$ cat src/rtl/gba_cart_bus_pkg.sv
// ============================================================================
// Module  : gba_cart_pkg
// Purpose : Shared types and constants for the GBA cartridge bus slave.
//           Holds the bus FSM state enum, the address/data widths and the
//           default halfword address of the control register bank.
// Ports   : none (package)
// Rev     : 1.0  initial release
// ============================================================================
`default_nettype none

package gba_cart_pkg;

  localparam int ADDR_W = 24;
  localparam int DATA_W = 16;

  localparam logic [ADDR_W-1:0] REG_BASE_DEF = 24'h000400;

  typedef enum logic [1:0] {
    IDLE   = 2'd0,
    ACTIVE = 2'd1,
    FETCH  = 2'd2
  } state_e;

endpackage

`default_nettype wire

$ cat src/rtl/gba_cart_bus_if.sv
// ============================================================================
// Module  : gba_cart_bus_if
// Purpose : Cartridge-side pin bundle of the GBA bus (raw strobes, upper
//           address pins and the multiplexed AD bus).
// Ports   : cs_n/rd_n/wr_n  raw active-low strobes (asynchronous)
//           a_hi            raw A[23:16]
//           ad_in           pad input of AD[15:0]
//           ad_out/ad_oe    pad output data and output enable
//           master modport = console/pad side, slave modport = cartridge logic
// Rev     : 1.0  initial release
// ============================================================================
`default_nettype none

interface gba_cart_bus_if;
  import gba_cart_pkg::*;

  logic              cs_n;
  logic              rd_n;
  logic              wr_n;
  logic [7:0]        a_hi;
  logic [DATA_W-1:0] ad_in;
  logic [DATA_W-1:0] ad_out;
  logic              ad_oe;

  modport master (
    output cs_n, rd_n, wr_n, a_hi, ad_in,
    input  ad_out, ad_oe
  );

  modport slave (
    input  cs_n, rd_n, wr_n, a_hi, ad_in,
    output ad_out, ad_oe
  );

endinterface

`default_nettype wire

$ cat src/rtl/gba_edge_sync.sv
// ============================================================================
// Module  : gba_edge_sync
// Purpose : Synchroniser chain plus one history flop for an asynchronous
//           strobe, producing single-cycle fall and rise pulses. All flops
//           reset to 1 (strobe inactive) so reset release never fakes an edge.
// Ports   : clk, rst_n   clock / asynchronous active-low reset
//           d_i          raw asynchronous strobe
//           fall_o       one-cycle pulse on a 1->0 transition
//           rise_o       one-cycle pulse on a 0->1 transition
// Rev     : 1.0  initial release
// ============================================================================
`default_nettype none

module gba_edge_sync #(
  parameter int STAGES = 2
) (
  input  logic clk,
  input  logic rst_n,
  input  logic d_i,
  output logic fall_o,
  output logic rise_o
);

  logic [STAGES-1:0] sync_q;
  logic              hist_q;
  logic              w_level;

  always_ff @(posedge clk or negedge rst_n) begin
    if (!rst_n) begin
      sync_q <= '1;
      hist_q <= 1'b1;
    end else begin
      sync_q[0] <= d_i;
      for (int i = 1; i < STAGES; i++) begin
        sync_q[i] <= sync_q[i-1];
      end
      hist_q <= w_level;
    end
  end

  assign w_level = sync_q[STAGES-1];
  assign fall_o  = hist_q & ~w_level;
  assign rise_o  = ~hist_q & w_level;

endmodule

`default_nettype wire

$ cat src/rtl/gba_cart_bus.sv
// ============================================================================
// Module  : gba_cart_bus
// Purpose : GBA cartridge bus slave. Synchronises CS/RD/WR, latches the
//           24-bit halfword address, serves (burst) reads from a synchronous
//           ROM with ROM_LAT cycles latency, and implements NREG 16-bit
//           read/write control registers at REG_BASE. Everything else reads
//           back the low address half (open bus).
// Ports   : clk, rst_n    PLL clock / asynchronous active-low reset
//           bus           cartridge pins (slave modport)
//           rom_addr_o    ROM read address
//           rom_en_o      one-cycle ROM read strobe
//           rom_data_i    ROM data, valid ROM_LAT cycles after rom_en_o
//           reg_q_o       register contents, register i at [16i+15:16i]
//           reg_wstb_o    one-cycle write pulse per register
// Rev     : 1.0  initial release
// ============================================================================
`default_nettype none

module gba_cart_bus
  import gba_cart_pkg::*;
#(
  parameter int                ROM_AW      = 10,
  parameter int                ROM_LAT     = 1,
  parameter int                NREG        = 4,
  parameter logic [ADDR_W-1:0] REG_BASE    = REG_BASE_DEF,
  parameter int                SYNC_STAGES = 2
) (
  input  logic                   clk,
  input  logic                   rst_n,
  gba_cart_bus_if.slave          bus,
  output logic [ROM_AW-1:0]      rom_addr_o,
  output logic                   rom_en_o,
  input  logic [DATA_W-1:0]      rom_data_i,
  output logic [DATA_W*NREG-1:0] reg_q_o,
  output logic [NREG-1:0]        reg_wstb_o
);

  state_e              state_q;
  logic [ADDR_W-1:0]   addr_q;
  logic [DATA_W-1:0]   ad_out_q;
  logic                rom_en_q;
  logic [ROM_AW-1:0]   rom_addr_q;
  logic [DATA_W*NREG-1:0] regs_q;
  logic [NREG-1:0]     wstb_q;
  logic [2:0]          cnt_q;
  logic                rd_pend_q;

  logic w_cs_fall, w_cs_rise;
  logic w_rd_fall, w_rd_rise;
  logic w_wr_fall, w_wr_rise;

  logic              w_rom_hit;
  logic [ADDR_W:0]   w_reg_off;
  logic              w_reg_hit;
  logic [DATA_W-1:0] w_reg_rdata;

  // Output enable bypasses the synchronisers so the bus is released at once.
  assign bus.ad_oe  = ~bus.cs_n & ~bus.rd_n;
  assign bus.ad_out = ad_out_q;

  gba_edge_sync #(.STAGES(SYNC_STAGES)) u_cs_sync (
    .clk(clk), .rst_n(rst_n), .d_i(bus.cs_n), .fall_o(w_cs_fall), .rise_o(w_cs_rise)
  );

  gba_edge_sync #(.STAGES(SYNC_STAGES)) u_rd_sync (
    .clk(clk), .rst_n(rst_n), .d_i(bus.rd_n), .fall_o(w_rd_fall), .rise_o(w_rd_rise)
  );

  gba_edge_sync #(.STAGES(SYNC_STAGES)) u_wr_sync (
    .clk(clk), .rst_n(rst_n), .d_i(bus.wr_n), .fall_o(w_wr_fall), .rise_o(w_wr_rise)
  );

  // Decode. The register offset is computed one bit wider so an address
  // below REG_BASE shows up as a set MSB instead of wrapping into range.
  assign w_rom_hit = ~|(addr_q >> ROM_AW);
  assign w_reg_off = {1'b0, addr_q} - {1'b0, REG_BASE};
  assign w_reg_hit = ~w_reg_off[ADDR_W] && (w_reg_off < (ADDR_W+1)'(NREG));

  always_comb begin
    w_reg_rdata = '0;
    for (int i = 0; i < NREG; i++) begin
      if (w_reg_off == (ADDR_W+1)'(i)) begin
        w_reg_rdata = regs_q[DATA_W*i +: DATA_W];
      end
    end
  end

  always_ff @(posedge clk or negedge rst_n) begin
    if (!rst_n) begin
      state_q    <= IDLE;
      addr_q     <= '0;
      ad_out_q   <= '0;
      rom_en_q   <= 1'b0;
      rom_addr_q <= '0;
      regs_q     <= '0;
      wstb_q     <= '0;
      cnt_q      <= '0;
      rd_pend_q  <= 1'b0;
    end else begin
      rom_en_q <= 1'b0;
      wstb_q   <= '0;

      if (w_cs_rise) begin
        // Deselect aborts whatever is in flight; addr and AD_OUT hold.
        state_q   <= IDLE;
        rd_pend_q <= 1'b0;
      end else begin
        case (state_q)
          IDLE: begin
            if (w_cs_fall) begin
              addr_q    <= {bus.a_hi, bus.ad_in};
              state_q   <= ACTIVE;
              // A read that fell together with CS launches next cycle,
              // once the new address is in addr_q.
              rd_pend_q <= w_rd_fall;
            end
          end

          ACTIVE: begin
            if (w_rd_fall || rd_pend_q) begin
              // Read wins over a simultaneous write; the write is dropped.
              rd_pend_q <= 1'b0;
              if (w_rom_hit) begin
                rom_en_q   <= 1'b1;
                rom_addr_q <= addr_q[ROM_AW-1:0];
                cnt_q      <= 3'(ROM_LAT);
                state_q    <= FETCH;
              end else if (w_reg_hit) begin
                ad_out_q <= w_reg_rdata;
              end else begin
                ad_out_q <= addr_q[DATA_W-1:0];
              end
            end else if (w_wr_fall && w_reg_hit) begin
              for (int i = 0; i < NREG; i++) begin
                if (w_reg_off == (ADDR_W+1)'(i)) begin
                  regs_q[DATA_W*i +: DATA_W] <= bus.ad_in;
                  wstb_q[i]                  <= 1'b1;
                end
              end
            end

            // Low half only: A[23:16] is fixed for the whole burst.
            if (w_rd_rise || w_wr_rise) begin
              addr_q[DATA_W-1:0] <= addr_q[DATA_W-1:0] + 16'd1;
            end
          end

          FETCH: begin
            if (w_rd_rise) begin
              // Console gave up on the read: drop the data, keep counting.
              addr_q[DATA_W-1:0] <= addr_q[DATA_W-1:0] + 16'd1;
              state_q            <= ACTIVE;
            end else if (cnt_q == 3'd0) begin
              ad_out_q <= rom_data_i;
              state_q  <= ACTIVE;
            end else begin
              cnt_q <= cnt_q - 3'd1;
            end
          end

          default: state_q <= IDLE;
        endcase
      end
    end
  end

  assign rom_en_o   = rom_en_q;
  assign rom_addr_o = rom_addr_q;
  assign reg_q_o    = regs_q;
  assign reg_wstb_o = wstb_q;

endmodule

`default_nettype wire

$ cat src/flat_wrapper.sv
// flat-port wrapper written by rule: the top's interface ports become plain ports
module gba_cart_bus_flat import gba_cart_pkg::*;
#(
  parameter int                ROM_AW      = 10,
  parameter int                ROM_LAT     = 1,
  parameter int                NREG        = 4,
  parameter logic [ADDR_W-1:0] REG_BASE    = REG_BASE_DEF,
  parameter int                SYNC_STAGES = 2
)
  (clk, rst_n, rom_addr_o, rom_en_o, rom_data_i, reg_q_o, reg_wstb_o, bus_cs_n, bus_rd_n, bus_wr_n, bus_a_hi, bus_ad_in, bus_ad_out, bus_ad_oe);
  gba_cart_bus_if bus_i ();
  input  logic clk;
  input  logic rst_n;
  output logic [ROM_AW-1:0] rom_addr_o;
  output logic rom_en_o;
  input  logic [DATA_W-1:0] rom_data_i;
  output logic [DATA_W*NREG-1:0] reg_q_o;
  output logic [NREG-1:0] reg_wstb_o;
  input wire logic [$bits(bus_i.cs_n)-1:0] bus_cs_n;
  input wire logic [$bits(bus_i.rd_n)-1:0] bus_rd_n;
  input wire logic [$bits(bus_i.wr_n)-1:0] bus_wr_n;
  input wire logic [$bits(bus_i.a_hi)-1:0] bus_a_hi;
  input wire logic [$bits(bus_i.ad_in)-1:0] bus_ad_in;
  output wire logic [$bits(bus_i.ad_out)-1:0] bus_ad_out;
  output wire logic [$bits(bus_i.ad_oe)-1:0] bus_ad_oe;
  assign bus_i.cs_n = bus_cs_n;
  assign bus_i.rd_n = bus_rd_n;
  assign bus_i.wr_n = bus_wr_n;
  assign bus_i.a_hi = bus_a_hi;
  assign bus_i.ad_in = bus_ad_in;
  assign bus_ad_out = bus_i.ad_out;
  assign bus_ad_oe = bus_i.ad_oe;
  gba_cart_bus #(.ROM_AW(ROM_AW), .ROM_LAT(ROM_LAT), .NREG(NREG), .REG_BASE(REG_BASE), .SYNC_STAGES(SYNC_STAGES)) u_core (.clk(clk), .rst_n(rst_n), .bus(bus_i), .rom_addr_o(rom_addr_o), .rom_en_o(rom_en_o), .rom_data_i(rom_data_i), .reg_q_o(reg_q_o), .reg_wstb_o(reg_wstb_o));
endmodule
$ cat config.mk
export PLATFORM = sky130hd
export DESIGN_NAME = gba_cart_bus_flat
export DESIGN_NICKNAME = d
export VERILOG_FILES = /design/src/rtl/gba_cart_bus_pkg.sv /design/src/rtl/gba_cart_bus_if.sv /design/src/rtl/gba_edge_sync.sv /design/src/rtl/gba_cart_bus.sv /design/src/flat_wrapper.sv
export SDC_FILE = /design/constraint.sdc
export NUM_CORES = 1
export LEC_CHECK = 0
export ABC_AREA = 1
export BUFFER_PORTS_ARGS = -buffer_cell sky130_fd_sc_hd__buf_2
export CELL_PAD_IN_SITES_DETAIL_PLACEMENT = 0
export CELL_PAD_IN_SITES_GLOBAL_PLACEMENT = 1
export CORE_MARGIN = 2
export CORE_UTILIZATION = 40
export CTS_CLUSTER_DIAMETER = 40
export DETAILED_ROUTE_END_ITERATION = 7
export GPL_TIMING_DRIVEN = 0
export PLACE_DENSITY_LB_ADDON = 0.1
export SYNTH_ARGS = -nofsm -noshare
export SYNTH_HDL_FRONTEND = slang
export SYNTH_HIERARCHICAL = 1
export SYNTH_SLANG_ARGS = --single-unit
$ cat constraint.sdc
create_clock -name clk -period 3.2 [get_ports clk]
set_input_delay 0.96 -clock clk [delete_from_list [all_inputs] [get_ports clk]]
set_output_delay 0.96 -clock clk [all_outputs]
set_load 0.02 [all_outputs]
==> impl_metrics.py, run 1 <==
metrics = {
    "outcome": {
        "status": "finished clean",
    },
    "cells_and_area": {
        "n_fill_cell": 1814,
        "utilization": 0.507,
        "n_antenna_cell": 0,
        "areaGrowthSynthToFinish_pct": 22.9,
        "drive_gt1_frac": 0.215,
        "final_nets": 1174,
    },
    "clock_network": {
        "cts-root-to-sink-buffers": 2,
        "numCtsBuffers": 17,
        "worst_skew_pair.late_latency_ps": 420,
        "postCtsResizedCells": 0,
        "tritoncts_clock_tree": "built",
        "clock_sink_count": 134,
        "post_cts_hold_buffer_count": 0,
        "clk_transition_reported_paths_ps": 60,
        "clk_root_buffer_cell": "sky130_fd_sc_hd__clkbuf_16",
        "cts_post_setup_buffers_inserted": 0,
        "cts_max_level": 4,
    },
    "detailed_routing": {
        "drc": 0,
        "routed_wire_length_per_instance_um": 16.0,
        "dr.first_iter.drc_count": 466,
        "drtAntennaViolNets": 0,
        "route.vias.total": 6730,
        "routed_via_density": 4.97,
        "wire_length_reported_by_the_detailed_router_mm": 21.7,
        "drt_pre_antenna_iters": 5,
    },
    "timing": {
        "maxSlewHeadroom": 0.589,
        "holdWs_ps": 357,
        "timing.final.crit_share": 0.917,
        "tns_ps": 0,
        "setup-violations-final": 0,
        "unrepaired_setup_endpoints_after_global_routing": "no",
        "timing.clock.skew_ps": 7.39,
        "max_freq_mhz": 341,
        "slew_violations": 0,
        "layout_min_cycle_time_ps": 2930,
        "timing_worst_slew_pin_value_ps": 617,
        "timing.final.hold_violations": 0,
    },
    "die": {
        "placeableCoreArea_um2": 17400,
        "die_w_um": 138,
        "top_level_ports": 141,
        "rows": 48,
        "design.die.area_um2": 19000,
        "die_height_um": 138,
        "starting_utilization_of_the_core_area": 0.412,
    },
    "worst_setup_path": {
        "endpoint_of_the_worst_slack_reg_to_reg_timing_path": "u_core/bus.ad_out[13]$_DFFE_PN0P_",
        "critPathLaunchType": "flop",
        "startpoint": "u_core/addr_q[10]$_DFFE_PN0P_",
        "worst-r2r-setup-slack_ps": 270,
        "worstPathMaxFanout": 10,
        "critPathCapture": "u_core/bus.ad_out[13]$_DFFE_PN0P_",
        "crit_path_end_kind": "flop",
        "arrival_ps": 3290,
        "critical_path_class": "flop to flop",
        "timing.rr.start": "u_core/addr_q[10]$_DFFE_PN0P_",
        "critPathRequiredTime_ps": 3560,
        "r2r.worst_path.cells": 18,
    },
    "global_routing": {
        "met3_use_gr": 0.0344,
        "grt_start_max_net_pins": 84,
        "sum_of_overflow_across_all_layers_after_global_routing": 0,
        "globalRouteMet1Util": 0.361,
        "vias_in_the_first_global_route": 6152,
        "grt.busiest_layer": "met1",
        "grt_pass1_wl_mm": 33.5,
        "globalRouteMet2Util": 0.340,
        "groute.usage.overall": 0.235,
        "antenna_found_initial": 0,
    },
    "job": {
        "number_of_maximum_capacitance_violations": 0,
    },
    "synth": {
        "synth_largest_area_cell": "sky130_fd_sc_hd__dfrtp_1",
        "async_flop_share": 1.00,
        "netlist_instances": 956,
        "number_of_nets_produced_by_synthesis": 1014,
        "synth.distinct_cells": 36,
        "synth_top_cells_by_area": "sky130_fd_sc_hd__dfrtp_1 (44%), sky130_fd_sc_hd__nand2_1 (14%), sky130_fd_sc_hd__o21ai_0 (7.2%)",
        "avgSynthCellArea_um2": 7.51,
        "ys_seq_area_frac": 0.469,
        "yosys.cell_count.top_type": "sky130_fd_sc_hd__nand2_1",
        "synth_largest_type_area_fraction": 0.436,
        "netlist_top_cells_count": "sky130_fd_sc_hd__nand2_1 (277), sky130_fd_sc_hd__dfrtp_1 (125), sky130_fd_sc_hd__inv_1 (117), sky130_fd_sc_hd__o21ai_0 (104), sky130_fd_sc_hd__nor2_1 (87)",
        "synth_edf_count": 0,
        "synth.yosys.warnings": 6,
        "synth_area_um2": 7180,
        "ys.flop_type": "sky130_fd_sc_hd__dfrtp_1",
        "synth-seq-cells": 134,
    },
    "place": {
        "detailedPlacementHpwl_mm": 16.6,
        "routabilityCongestion": 0.882,
        "port-buffer-count": 140,
    },
    "power": {
        "static-leakage-power_nw": 4.87,
        "total_power_mw": 6.43,
        "p_per_area_nw_per_um2": 728,
        "ir_drop_v": 0.000383,
    },
    "worst_hold_path": {
        "min-delay-path-class": "flop to flop",
    },
}
-- report_power, final --
part	internal, mW	switching, mW	leakage (nW)
logic	0.648	1.46	3.16
clock network	1.31	0.760	0.297
registers	1.99	0.257	1.42
total	3.95	2.48	4.87
-- per-stage QoR --
step                      setup slack (ps)  instances  instance area, µm²
after floorplan                        935        956                7180
final                                  266       1354                8820
after CTS                              305       1354                8820
after detailed placement               319       1322                8200
after global routing                  15.4       1354                8820
after global placement                -829       1321                8160
-- critical path, stage by stage, from the launching register on --
cell                      delay (ps)
sky130_fd_sc_hd__dfrtp_1         460
sky130_fd_sc_hd__inv_1           190
sky130_fd_sc_hd__ha_1            290
sky130_fd_sc_hd__nand2_1         120
sky130_fd_sc_hd__nand2_1          60
sky130_fd_sc_hd__nor2_1           90
sky130_fd_sc_hd__nand3_1         120
sky130_fd_sc_hd__nor2_2          160
sky130_fd_sc_hd__nand3_2         210
sky130_fd_sc_hd__inv_2           210
sky130_fd_sc_hd__buf_2           270
sky130_fd_sc_hd__nand3_1         120
sky130_fd_sc_hd__nand3_2          80
sky130_fd_sc_hd__nand2_1          50
sky130_fd_sc_hd__nand2_1          70
sky130_fd_sc_hd__nand2_1         140
sky130_fd_sc_hd__nand2_1         100
sky130_fd_sc_hd__nand2_1          60
sky130_fd_sc_hd__nand2_1          60
-- metal layers --
metal | up-vias | share of wire
met5 | - | 0
met4 | 0 | 0.017
met3 | 27 | 0.046
met2 | 173 | 0.44
met1 | 3185 | 0.50
li1 | 3345 | -
-- placed cells by master (no fill, tap or decap), types with 3 or more instances in the layout --
| cell | count |
|---|---|
| sky130_fd_sc_hd__a21oi_1 | 31 |
| sky130_fd_sc_hd__buf_2 | 156 |
| sky130_fd_sc_hd__buf_6 | 10 |
| sky130_fd_sc_hd__bufinv_16 | 3 |
| sky130_fd_sc_hd__clkbuf_1 | 15 |
| sky130_fd_sc_hd__clkbuf_16 | 17 |
| sky130_fd_sc_hd__clkbuf_8 | 4 |
| sky130_fd_sc_hd__clkinv_2 | 3 |
| sky130_fd_sc_hd__clkinvlp_4 | 4 |
| sky130_fd_sc_hd__dfrtp_1 | 125 |
| sky130_fd_sc_hd__dfstp_2 | 9 |
| sky130_fd_sc_hd__ha_1 | 13 |
| sky130_fd_sc_hd__inv_1 | 117 |
| sky130_fd_sc_hd__inv_2 | 5 |
| sky130_fd_sc_hd__nand2_1 | 277 |
| sky130_fd_sc_hd__nand2_2 | 5 |
| sky130_fd_sc_hd__nand3_1 | 76 |
| sky130_fd_sc_hd__nand3_2 | 12 |
| sky130_fd_sc_hd__nor2_1 | 87 |
| sky130_fd_sc_hd__nor2_2 | 4 |
| sky130_fd_sc_hd__nor2_4 | 3 |
| sky130_fd_sc_hd__nor3_1 | 7 |
| sky130_fd_sc_hd__o21ai_0 | 104 |
| sky130_fd_sc_hd__o21ai_1 | 10 |
| sky130_fd_sc_hd__or2_0 | 3 |
| sky130_fd_sc_hd__xor2_1 | 10 |
-- state kept, by name (all words and copies together) (netlist names), 2 cells and up --
register	count
u_core/u_cs_sync/sync_q	2
u_core/rom_addr_o	10
u_core/u_wr_sync/sync_q	2
u_core/reg_wstb_o	4
u_core/bus.ad_out	16
u_core/addr_q	24
u_core/u_rd_sync/sync_q	2
u_core/reg_q_o	64
u_core/cnt_q	3
u_core/state_q	2
-- cell families after synthesis --
group / synth area share
compound gates: 0.109
xor+xnor: 0.0122
fa+ha+maj: 0.0227
buf+inv: 0.0997
flops: 0.469
mux: 0.00157
simple gates: 0.286
-- worst min path at each step --
| stage | from | endpoint | slack [ps] | cells past startpoint |
|---|---|---|---|---|
| finish | u_core/u_cs_sync/sync_q[0]$_DFF_PN1_ | u_core/u_cs_sync/sync_q[1]$_DFF_PN1_ | 360 | 0 |
| global route | u_core/u_wr_sync/sync_q[0]$_DFF_PN1_ | u_core/u_wr_sync/sync_q[1]$_DFF_PN1_ | 360 | 0 |
| CTS | u_core/u_cs_sync/sync_q[0]$_DFF_PN1_ | u_core/u_cs_sync/sync_q[1]$_DFF_PN1_ | 360 | 0 |
| detailed placement | u_core/u_cs_sync/sync_q[0]$_DFF_PN1_ | u_core/u_cs_sync/sync_q[1]$_DFF_PN1_ | 350 | 0 |
| global placement | u_core/u_cs_sync/sync_q[0]$_DFF_PN1_ | u_core/u_cs_sync/sync_q[1]$_DFF_PN1_ | 350 | 0 |
| floorplan | u_core/u_cs_sync/sync_q[0]$_DFF_PN1_ | u_core/u_cs_sync/sync_q[1]$_DFF_PN1_ | 350 | 0 |
-- final cells by class --
class / instances / area, µm² / share of cell area
flip-flops and latches: 134 / 3360 / 0.381
multi-input cells: 656 / 3100 / 0.351
repair buffers: 141 / 734 / 0.0832
clock buffers: 21 / 480 / 0.0544
inverters: 123 / 463 / 0.0525
well taps: 225 / 282 / 0.0319
plain buffers: 43 / 253 / 0.0286
clock inverters: 11 / 148 / 0.0167
Note: power is estimated with default switching activity, not from simulation.
==> inputs of run 2 (changes only) <==
--- a/config.mk
+++ b/config.mk
@@ -9,6 +9,7 @@
 export BUFFER_PORTS_ARGS = -buffer_cell sky130_fd_sc_hd__buf_2
 export CELL_PAD_IN_SITES_DETAIL_PLACEMENT = 0
 export CELL_PAD_IN_SITES_GLOBAL_PLACEMENT = 1
+export CORE_ASPECT_RATIO = 0.8
 export CORE_MARGIN = 2
 export CORE_UTILIZATION = 40
 export CTS_CLUSTER_DIAMETER = 40
==> run 2 against run 1 <==
Against the previous run:
- highest routed layer unchanged
- routed wire length increased by 0.62%
- hold slack got worse by 2.3 ps
- setup slack got worse by 0.53 ps
- critical path type unchanged
- first-iteration DRC count decreased by 11%
- utilization decreased by 0.26 points
==> impl_metrics.py, run 2 (synthesized netlist as in run 1, its figures left out) <==
metrics = {
    "outcome": {
        "status": "finished clean",
    },
    "die": {
        "die_w_um": 154,
        "starting_utilization_of_the_core_area": 0.411,
        "top_level_ports": 141,
        "placeableCoreArea_um2": 17500,
        "die_height_um": 124,
        "design.die.area_um2": 19000,
        "rows": 43,
    },
    "timing": {
        "max_freq_mhz": 341,
        "timing.clock.skew_ps": 6.86,
        "layout_min_cycle_time_ps": 2930,
        "timing.final.crit_share": 0.917,
        "slew_violations": 0,
        "timing_worst_slew_pin_value_ps": 675,
        "worst_slack_ps": 265,
        "timing.final.hold_violations": 0,
        "holdWs_ps": 354,
        "unrepaired_setup_endpoints_after_global_routing": "no",
        "setup-violations-final": 0,
        "maxSlewHeadroom": 0.550,
    },
    "worst_setup_path": {
        "critPathRequiredTime_ps": 3560,
        "worstPathMaxFanout": 10,
        "worst-r2r-setup-slack_ps": 270,
        "critPathLaunchType": "flop",
        "crit_path_end_kind": "flop",
        "timing.rr.start": "u_core/addr_q[10]$_DFFE_PN0P_",
        "r2r.worst_path.cells": 18,
        "endpoint_of_the_worst_slack_reg_to_reg_timing_path": "u_core/bus.ad_out[14]$_DFFE_PN0P_",
        "arrival_ps": 3290,
        "critical_path_class": "flop to flop",
    },
    "place": {
        "dpl_worst_slack_ps": 290,
        "port-buffer-count": 140,
        "routabilityCongestion": 0.867,
        "dpl-instance-area_um2": 8200,
        "dp.cells": 1322,
        "detailedPlacementHpwl_mm": 16.9,
    },
    "clock_network": {
        "worst_skew_pair.late_latency_ps": 420,
        "numCtsBuffers": 17,
        "clock_sink_count": 134,
        "cts-root-to-sink-buffers": 2,
        "tritoncts_clock_tree": "built",
        "clk_root_buffer_cell": "sky130_fd_sc_hd__clkbuf_16",
        "cts_max_level": 4,
        "clk_transition_reported_paths_ps": 60,
        "post_cts_hold_buffer_count": 0,
    },
    "detailed_routing": {
        "drt_pre_antenna_iters": 4,
        "route.vias.total": 6734,
        "wire_length_reported_by_the_detailed_router_mm": 21.8,
        "routed_wire_length_per_instance_um": 16.1,
        "drtAntennaViolNets": 0,
        "routed_via_density": 4.98,
        "dr.first_iter.drc_count": 416,
        "drc": 0,
    },
    "cells_and_area": {
        "areaGrowthSynthToFinish_pct": 22.8,
        "final_cells": 1353,
        "final_nets": 1174,
        "final_common_cell": "sky130_fd_sc_hd__nand2_1",
        "largest_register_ffs": 64,
        "n_fill_cell": 1815,
        "n_antenna_cell": 0,
        "utilization": 0.504,
        "layout.cells.most_common_list": "sky130_fd_sc_hd__nand2_1 (277), sky130_fd_sc_hd__buf_2 (156), sky130_fd_sc_hd__dfrtp_1 (125)",
        "postLayoutCellArea_um2": 8810,
        "drive_gt1_frac": 0.210,
    },
    "job": {
        "number_of_maximum_capacitance_violations": 0,
    },
    "worst_hold_path": {
        "holdPathEnd": "u_core/u_rd_sync/sync_q[1]$_DFF_PN1_",
        "whs_path_depth": 0,
        "min-delay-path-class": "flop to flop",
        "holdCritStartpoint": "u_core/u_rd_sync/sync_q[0]$_DFF_PN1_",
    },
    "power": {
        "p_sw_frac": 0.379,
        "internal_power_consumption_mw": 3.98,
        "p_sw_mw": 2.43,
        "power_frac_seq": 0.350,
        "static-leakage-power_nw": 4.86,
        "p_comb_frac": 0.328,
        "power.clock.fraction": 0.322,
        "ir_drop_v": 0.000407,
        "p_per_area_nw_per_um2": 728,
    },
    "global_routing": {
        "sum_of_overflow_across_all_layers_after_global_routing": 0,
        "grt_pass1_wl_mm": 34.7,
        "antenna_found_initial": 0,
        "vias_in_the_first_global_route": 6339,
        "groute.usage.overall": 0.240,
        "grt_start_max_net_pins": 70,
    },
}
[run 2: cell types whose count changed in the layout (fill, tap and decap cells not counted), sizes merged]
cell | before | now
bufinv | 3 | 4
clkbuf | 38 | 40
clkinv | 5 | 3
clkinvlp | 4 | 3
inv | 122 | 121
[run 2: layout make-up]
cell class                 instances  area, µm²  share of cell area
clock buffer                      23        468              0.0531
clock inverter                     8        148              0.0167
multi-input combinational        656       3100               0.352
tap                              225        282              0.0319
timing repair buffer             141        734              0.0833
buffer                            43        253              0.0287
sequential                       134       3360               0.382
inverter                         123        465              0.0528
[run 2: routing by layer]
layer,track usage,share of wire,vias up
li1,-,-,3327
met1,0.371,0.53,3203
met2,0.348,0.41,193
met3,0.0424,0.060,11
met4,0.0578,0.0083,0
met5,0,0,-
[run 2: worst max-delay path by stage]
stage                                  startpoint  slack (ps)  depth (start not counted)                                 to
floorplan           u_core/addr_q[10]$_DFFE_PN0P_         940                         18   u_core/bus.ad_out[0]$_DFFE_PN0P_
global placement                            rst_n        -820                          1      u_core/addr_q[19]$_DFFE_PN0P_
detailed placement  u_core/addr_q[10]$_DFFE_PN0P_         290                         18  u_core/bus.ad_out[14]$_DFFE_PN0P_
CTS                 u_core/addr_q[10]$_DFFE_PN0P_         260                         18  u_core/bus.ad_out[14]$_DFFE_PN0P_
global route        u_core/state_q[0]$_DFFE_PN0P_          30                         11      u_core/addr_q[12]$_DFFE_PN0P_
finish              u_core/addr_q[10]$_DFFE_PN0P_         270                         18  u_core/bus.ad_out[14]$_DFFE_PN0P_
[run 2: power by group through the flow]
stage | registers (mW) | clock network, mW | logic (mW)
5_1_grt | 2.29 | 2.18 | 2.38
4_1_cts | 2.24 | 2.11 | 2.09
2_1_floorplan | 2.32 | 0 | 1.31
6_report | 2.25 | 2.07 | 2.10
3_3_place_gp | 2.26 | 0 | 2.06
3_5_place_dp | 2.27 | 0 | 2.08
[run 2: repair_timing]
item,CTS,global route
gates resized for setup,0,1
endpoints found under the setup margin,0,1
buffers inserted,0,0
[run 2: critical path: stages (launching register included)]
cell	delay [ps]
sky130_fd_sc_hd__dfrtp_1	460
sky130_fd_sc_hd__inv_1	190
sky130_fd_sc_hd__ha_1	280
sky130_fd_sc_hd__nand2_1	110
sky130_fd_sc_hd__nand2_1	60
sky130_fd_sc_hd__nor2_1	90
sky130_fd_sc_hd__nand3_1	120
sky130_fd_sc_hd__nor2_2	170
sky130_fd_sc_hd__nand3_2	230
sky130_fd_sc_hd__inv_4	180
sky130_fd_sc_hd__buf_2	270
sky130_fd_sc_hd__nand3_1	120
sky130_fd_sc_hd__nand3_2	80
sky130_fd_sc_hd__nand2_1	60
sky130_fd_sc_hd__nand2_1	60
sky130_fd_sc_hd__nand2_1	80
sky130_fd_sc_hd__nand2_1	150
sky130_fd_sc_hd__nand2_1	80
sky130_fd_sc_hd__nand2_1	60
[run 2: per-stage QoR]
stage / TNS [ps] / power (mW)
finish: 0 / 6.42
detailed placement: 0 / 4.35
floorplan: 0 / 3.64
global route: 0 / 6.85
global placement: -100810 / 4.33
CTS: 0 / 6.45
